--- config.mk ---
export PLATFORM = sky130hd
export DESIGN_NAME = sqrt_feeder
export DESIGN_NICKNAME = d
export VERILOG_FILES = /design/src/rtl/sqrt_feeder_pkg.sv /design/src/rtl/sqrt_req_fifo.sv /design/src/rtl/sqrt_feeder.sv
export SDC_FILE = /design/constraint.sdc
export NUM_CORES = 1
export LEC_CHECK = 0
export CAP_MARGIN = 5
export CORE_UTILIZATION = 40
export CTS_CLUSTER_SIZE = 25
export DETAILED_ROUTE_END_ITERATION = 12
export PLACE_DENSITY = 0.65
export SLEW_MARGIN = 20
export SYNTH_ARGS = -nofsm -noshare
export SYNTH_HDL_FRONTEND = slang
export SYNTH_SLANG_ARGS = --single-unit
export TNS_END_PERCENT = 30
--- constraint.sdc ---
create_clock -name clk_in -period 3.4 [get_ports clk_in]
set_clock_uncertainty 0.1 [all_clocks]
set_input_delay 0.85 -clock clk_in [delete_from_list [all_inputs] [get_ports clk_in]]
set_output_delay 0.85 -clock clk_in [all_outputs]
set_load 0.01 [all_outputs]
--- src/rtl/sqrt_feeder_pkg.sv ---
// Shared types and defaults for the sqrt request feeder.
package sqrt_feeder_pkg;

  typedef enum logic [1:0] {
    ST_IDLE  = 2'd0,
    ST_ISSUE = 2'd1,
    ST_WAIT  = 2'd2
  } state_e;

  localparam int N_DEF       = 16;
  localparam int Q_DEF       = 0;
  localparam int DEPTH_DEF   = 4;
  localparam int TAG_W_DEF   = 4;
  localparam int TIMEOUT_DEF = 64;

  function automatic int calc_iter(input int n, input int q);
    return (n + q) >> 1;
  endfunction

endpackage

--- src/rtl/sqrt_req_fifo.sv ---
// Request FIFO: DEPTH entries of W bits, show-ahead read, async active-low reset.
module sqrt_req_fifo #(
  parameter int DEPTH = 4,
  parameter int W     = 20,
  localparam int AW   = $clog2(DEPTH),
  localparam int LW   = $clog2(DEPTH + 1)
) (
  input  logic          clk_i,
  input  logic          rst_ni,
  input  logic          push_i,
  input  logic [W-1:0]  data_i,
  input  logic          pop_i,
  output logic [W-1:0]  data_o,
  output logic          full_o,
  output logic          empty_o,
  output logic [LW-1:0] level_o
);

  logic [W-1:0]  mem_q [DEPTH];
  logic [AW-1:0] wr_ptr_q, rd_ptr_q;
  logic [LW-1:0] level_q;
  logic          do_push, do_pop;

  assign full_o  = (level_q == LW'(DEPTH));
  assign empty_o = (level_q == '0);
  assign level_o = level_q;
  assign data_o  = mem_q[rd_ptr_q];
  assign do_push = push_i & ~full_o;
  assign do_pop  = pop_i & ~empty_o;

  always_ff @(posedge clk_i) begin
    if (do_push) mem_q[wr_ptr_q] <= data_i;
  end

  always_ff @(posedge clk_i or negedge rst_ni) begin
    if (!rst_ni) begin
      wr_ptr_q <= '0;
      rd_ptr_q <= '0;
      level_q  <= '0;
    end else begin
      if (do_push) wr_ptr_q <= wr_ptr_q + AW'(1);
      if (do_pop)  rd_ptr_q <= rd_ptr_q + AW'(1);
      case ({do_push, do_pop})
        2'b10:   level_q <= level_q + LW'(1);
        2'b01:   level_q <= level_q - LW'(1);
        default: level_q <= level_q;
      endcase
    end
  end

endmodule

--- src/rtl/sqrt_feeder.sv ---
// Streams tagged radicands into the iterative sqrt core and returns results on a valid/ready port.
// Optional WAIT-state watchdog enabled by defining SQRT_FEEDER_TIMEOUT_EN.
module sqrt_feeder
  import sqrt_feeder_pkg::*;
#(
  parameter int N       = N_DEF,
  parameter int Q       = Q_DEF,
  parameter int DEPTH   = DEPTH_DEF,
  parameter int TAG_W   = TAG_W_DEF,
  parameter int TIMEOUT = TIMEOUT_DEF
) (
  input  logic                       clk_in,
  input  logic                       rst_n_in,
  input  logic                       req_valid_in,
  output logic                       req_ready_out,
  input  logic [N-1:0]               req_rad_in,
  input  logic [TAG_W-1:0]           req_tag_in,
  output logic                       sqrt_start_out,
  output logic [N-1:0]               sqrt_rad_out,
  input  logic                       sqrt_busy_in,
  input  logic                       sqrt_valid_in,
  input  logic [N-1:0]               sqrt_root_in,
  input  logic [N-1:0]               sqrt_rem_in,
  output logic                       res_valid_out,
  input  logic                       res_ready_in,
  output logic [N-1:0]               res_root_out,
  output logic [N-1:0]               res_rem_out,
  output logic [TAG_W-1:0]           res_tag_out,
  output logic                       res_exact_out,
  output logic                       res_timeout_out,
  output logic [$clog2(DEPTH+1)-1:0] fifo_level_out
);

  localparam int ITER = calc_iter(N, Q);
  localparam int FW   = N + TAG_W;

  if (TIMEOUT <= ITER + 2) begin : g_bad_timeout
    $error("sqrt_feeder: TIMEOUT must exceed ITER+2");
  end
  if ((DEPTH < 2) || ((DEPTH & (DEPTH - 1)) != 0)) begin : g_bad_depth
    $error("sqrt_feeder: DEPTH must be a power of two >= 2");
  end

  state_e            state_q, state_d;
  logic              fifo_full, fifo_empty, fifo_pop, fifo_push;
  logic [FW-1:0]     fifo_head;
  logic [N-1:0]      rad_q, root_q, rem_q;
  logic [TAG_W-1:0]  tag_q, rtag_q;
  logic              res_valid_q, res_valid_d, exact_q;
  logic              core_done, slot_free, timed_out, capture;

  assign fifo_push = req_valid_in & req_ready_out;
  assign fifo_pop  = (state_q == ST_IDLE) & ~fifo_empty;

  sqrt_req_fifo #(.DEPTH(DEPTH), .W(FW)) u_fifo (
    .clk_i   (clk_in),
    .rst_ni  (rst_n_in),
    .push_i  (fifo_push),
    .data_i  ({req_rad_in, req_tag_in}),
    .pop_i   (fifo_pop),
    .data_o  (fifo_head),
    .full_o  (fifo_full),
    .empty_o (fifo_empty),
    .level_o (fifo_level_out)
  );

  assign req_ready_out = ~fifo_full;

  // Core flags are only trusted in WAIT: the core has no reset.
  assign core_done = (state_q == ST_WAIT) & sqrt_valid_in & ~sqrt_busy_in;
  assign slot_free = ~res_valid_q | res_ready_in;
  assign capture   = (core_done | timed_out) & slot_free;

`ifdef SQRT_FEEDER_TIMEOUT_EN
  localparam int CW = $clog2(TIMEOUT + 1);
  logic [CW-1:0] to_cnt_q;
  logic          res_to_q;

  assign timed_out = (state_q == ST_WAIT) & ~core_done & (to_cnt_q == CW'(TIMEOUT));

  // Counter parks at TIMEOUT so slot-full stalls do not advance it further.
  always_ff @(posedge clk_in or negedge rst_n_in) begin
    if (!rst_n_in) begin
      to_cnt_q <= '0;
      res_to_q <= 1'b0;
    end else begin
      if (state_q == ST_ISSUE) to_cnt_q <= '0;
      else if ((state_q == ST_WAIT) && !core_done && (to_cnt_q != CW'(TIMEOUT)))
        to_cnt_q <= to_cnt_q + CW'(1);
      if (capture) res_to_q <= timed_out;
    end
  end

  assign res_timeout_out = res_to_q;
`else
  assign timed_out       = 1'b0;
  assign res_timeout_out = 1'b0;
`endif

  always_comb begin
    state_d = state_q;
    case (state_q)
      ST_IDLE:  if (!fifo_empty) state_d = ST_ISSUE;
      ST_ISSUE: state_d = ST_WAIT;
      ST_WAIT:  if (capture) state_d = ST_IDLE;
      default:  state_d = ST_IDLE;
    endcase
  end

  always_comb begin
    res_valid_d = res_valid_q;
    if (capture) res_valid_d = 1'b1;
    else if (res_valid_q && res_ready_in) res_valid_d = 1'b0;
  end

  always_ff @(posedge clk_in or negedge rst_n_in) begin
    if (!rst_n_in) begin
      state_q     <= ST_IDLE;
      rad_q       <= '0;
      tag_q       <= '0;
      res_valid_q <= 1'b0;
      root_q      <= '0;
      rem_q       <= '0;
      rtag_q      <= '0;
      exact_q     <= 1'b0;
    end else begin
      state_q     <= state_d;
      res_valid_q <= res_valid_d;
      if (fifo_pop) begin
        rad_q <= fifo_head[FW-1:TAG_W];
        tag_q <= fifo_head[TAG_W-1:0];
      end
      if (capture) begin
        root_q  <= timed_out ? '0 : sqrt_root_in;
        rem_q   <= timed_out ? '0 : sqrt_rem_in;
        rtag_q  <= tag_q;
        exact_q <= ~timed_out & (sqrt_rem_in == '0);
      end
    end
  end

  assign sqrt_start_out = (state_q == ST_ISSUE);
  assign sqrt_rad_out   = rad_q;
  assign res_valid_out  = res_valid_q;
  assign res_root_out   = root_q;
  assign res_rem_out    = rem_q;
  assign res_tag_out    = rtag_q;
  assign res_exact_out  = exact_q;

endmodule
==> results.md <==
* Ys flop type: edfxtp_1
* IO buf count at roughly 120
* CTS tree: built
* Total gr overflow at 0
* Routed length per instance at 17.3 um
* Initial antenna violation count at 0
* Relative slew slack at 0.416
* Clock Tree Root: clkbuf_16
* Sw Ratio at 0.280
* Final Hold Vio Count at 0
* Storage cell area at 4080 um^2
* Fill cells at 1075
* Die width at around 120 um
* Pwr dens at around 900 nW/um^2
* Largest net degree at the start of global routing at 68
* TritonRoute pass-1 iters at 4
* Clock power share at 0.232
* VDD IR max at around 0.32 mV
* H-Tree Depth at 4
* Commonest non-fill, non-tap cell in the layout: clkdlybuf4s50_1
* Fmax at approximately 360 MHz
* Worst skew pair latency at a little over 400 ps
* CTS Buf Count at 17
* CTS resizes at 0
* Leakage at 0.00282 uW
* GRT Overall Usage at 0.156
* Worst setup EP type: output port
* Total number of vias at between 2000 and 3000
* Slew @ Worst Pin at about 880 ps
* # Post-CTS Setup Buffers at 0
* P_int at between 4000 and 5000 uW
* EDFF count, synth at 80
* Setup CP Type: reg -> out
* Switching power at approximately 1900 uW
* R2r setup slk at about 1000 ps
* Reg power frac at 0.409
* Hold Buf Count CTS at 0
* DRC violations left at 0
* Starting Density at 0.416
* Yosys warning count at 0
* Hold WS at 388 ps
* RSZ-0062 raised after global routing: no
* Die Height at 120 um
* Multi-input combinational cell area at between 1000 and 1500 um^2
* Layout cells sized above 1 at 0.243
* Drt initial violations at ~130
* Crit start category: flip-flop
* Io pins at 118
* Antenna cells at 0
* ANT nets after route at 0
* Cells after Synth at 279
* Number of global-route vias before repair at just over 3000
* Row cnt at 42
* Final setup violation count at 0
* Vias/cell at around 4.9
* Post-synth cell types at 31
* Syn_area_per_cell at between 15 and 20 um^2
* Setup ws final at 642 ps
* Max-capacitance violation count at 0
* Slew Limit Fails at 0
* DP HPWL at around 6400 um
* Area grow syn2layout at 33.7%
* Final net count at 476
* Worst endpoint required time at around 2500 ps
* Commonest cells after routing, fill and taps aside: clkdlybuf4s50_1, edfxtp_1, dfrtp_1, mux2_2, mux4_2
* Seq/Total Area, Yosys at 0.732
* Clk sinks at between 100 and 150
* Comb power frac at 0.359
* Critical Path Fanout Max at 6
* Clock slew at reported path FFs at approximately 50 ps
* Hold WC Path Type: reg -> reg
* Final worst path period need at 2760 ps
* Setup TNS at 0 ps
* Pre-CTS WS at 620 ps
* Outcome: finished, final reports clean
* First-pass GRT wire length at 16200 um
* Ys async rst share at 0.456
* Synth Net Count at 343
* Crit path DAT at roughly 1800 ps
* Synthesized area at about 5600 um^2
* GP Congestion at 0.716
* Final worst-path cycle share at 0.811
* Die area at 14400 um^2
* Final wirelength at slightly above 10000 um
* Yosys reg bits at ~150
* Clk buf depth at 2
* Area of the core at 13400 um^2
[cell usage after synthesis, types with 2 or more instances]
library cell	instances	area, um^2
inv_1	7	26.3
ha_1	5	62.6
buf_4	4	30.0
xnor2_1	3	26.3
edfxtp_1	80	2400
nor4_1	4	25.0
and3_1	4	25.0
mux2_1	7	78.8
mux4_2	20	450
dfrtp_1	67	1680
xor2_1	3	26.3
nor3_1	2	10.0
clkbuf_1	2	7.51
buf_2	4	20.0
mux2_2	50	563
mux2i_1	2	20.0
[cell type report]
class,instances,area share
clock inverters,8,0.00521
repair buffers,125,0.165
inverters,7,0.00353
flip-flops and latches,147,0.548
well taps,176,0.0296
multi-input cells,114,0.188
clock buffers,22,0.0610
[power groups by stage]
stage	clock [uW]	sequential (uW)	combinational, uW
4_1_cts	1620	2780	2480
6_report	1570	2770	2420
3_5_place_dp	0	2810	2470
3_3_place_gp	0	2780	2430
2_1_floorplan	0	2940	1180
5_1_grt	1690	2850	2620
[per-stage QoR]
step	utilization	power, uW	cells	instance area, um^2
2_1_floorplan	-	4120	279	5570
3_3_place_gp	0.519	5210	569	6950
3_5_place_dp	0.519	5280	569	6950
4_1_cts	0.556	6880	599	7450
5_1_grt	0.556	7150	599	7450
6_report	0.556	6760	599	7450
[final timing paths]
| path | start | to | depth (start not counted) |
|---|---|---|---|
| worst max register to register | u_fifo.level_o[0] | u_fifo.level_o[2] | 9 |
| worst max-delay path | u_fifo.level_o[0] | req_ready_out | 2 |
| worst min-delay path | res_root_out[14] | res_root_out[14] | 1 |
| max in group asynchronous | rst_n_in | sqrt_rad_out[9] | 1 |
| worst min register to register | res_root_out[14] | res_root_out[14] | 1 |
| min in group asynchronous | rst_n_in | res_rem_out[7] | 1 |
[metal layers]
layer,wire length [um],vias up,global-route usage,share of wire
li1,-,1343,-,-
met1,4490,1480,0.183,0.43
met2,4970,110,0.255,0.48
met3,749,14,0.0547,0.072
met4,174,0,0.0727,0.017
met5,0,-,0,0
[critical path: stages, from the launching register on]
cell	delay, ps
dfrtp_1	420
or3b_1	450
clkdlybuf4s50_1	520
[logic make-up (layout without fill, tap and decap cells)]
logic type | after synthesis | count (layout) | share of synthesized area
buf+inv | 18 | 162 | 0.0171
fa+ha+maj | 6 | 6 | 0.0148
mux | 79 | 79 | 0.200
flops | 147 | 147 | 0.732
other cells | 1 | 1 | 0.000673
compound gates | 1 | 1 | 0.00135
xor+xnor | 6 | 6 | 0.00944
simple gates | 21 | 21 | 0.0247
[registers in the layout, indices dropped and copies added, names as in the netlist, 3 cells and up]
register / flops
u_fifo.level_o: 3
res_rem_out: 16
u_fifo.mem_q: 80
tag_q: 4
sqrt_rad_out: 16
res_root_out: 16
res_tag_out: 4
No activity file was read; power rests on OpenSTA's default activity.
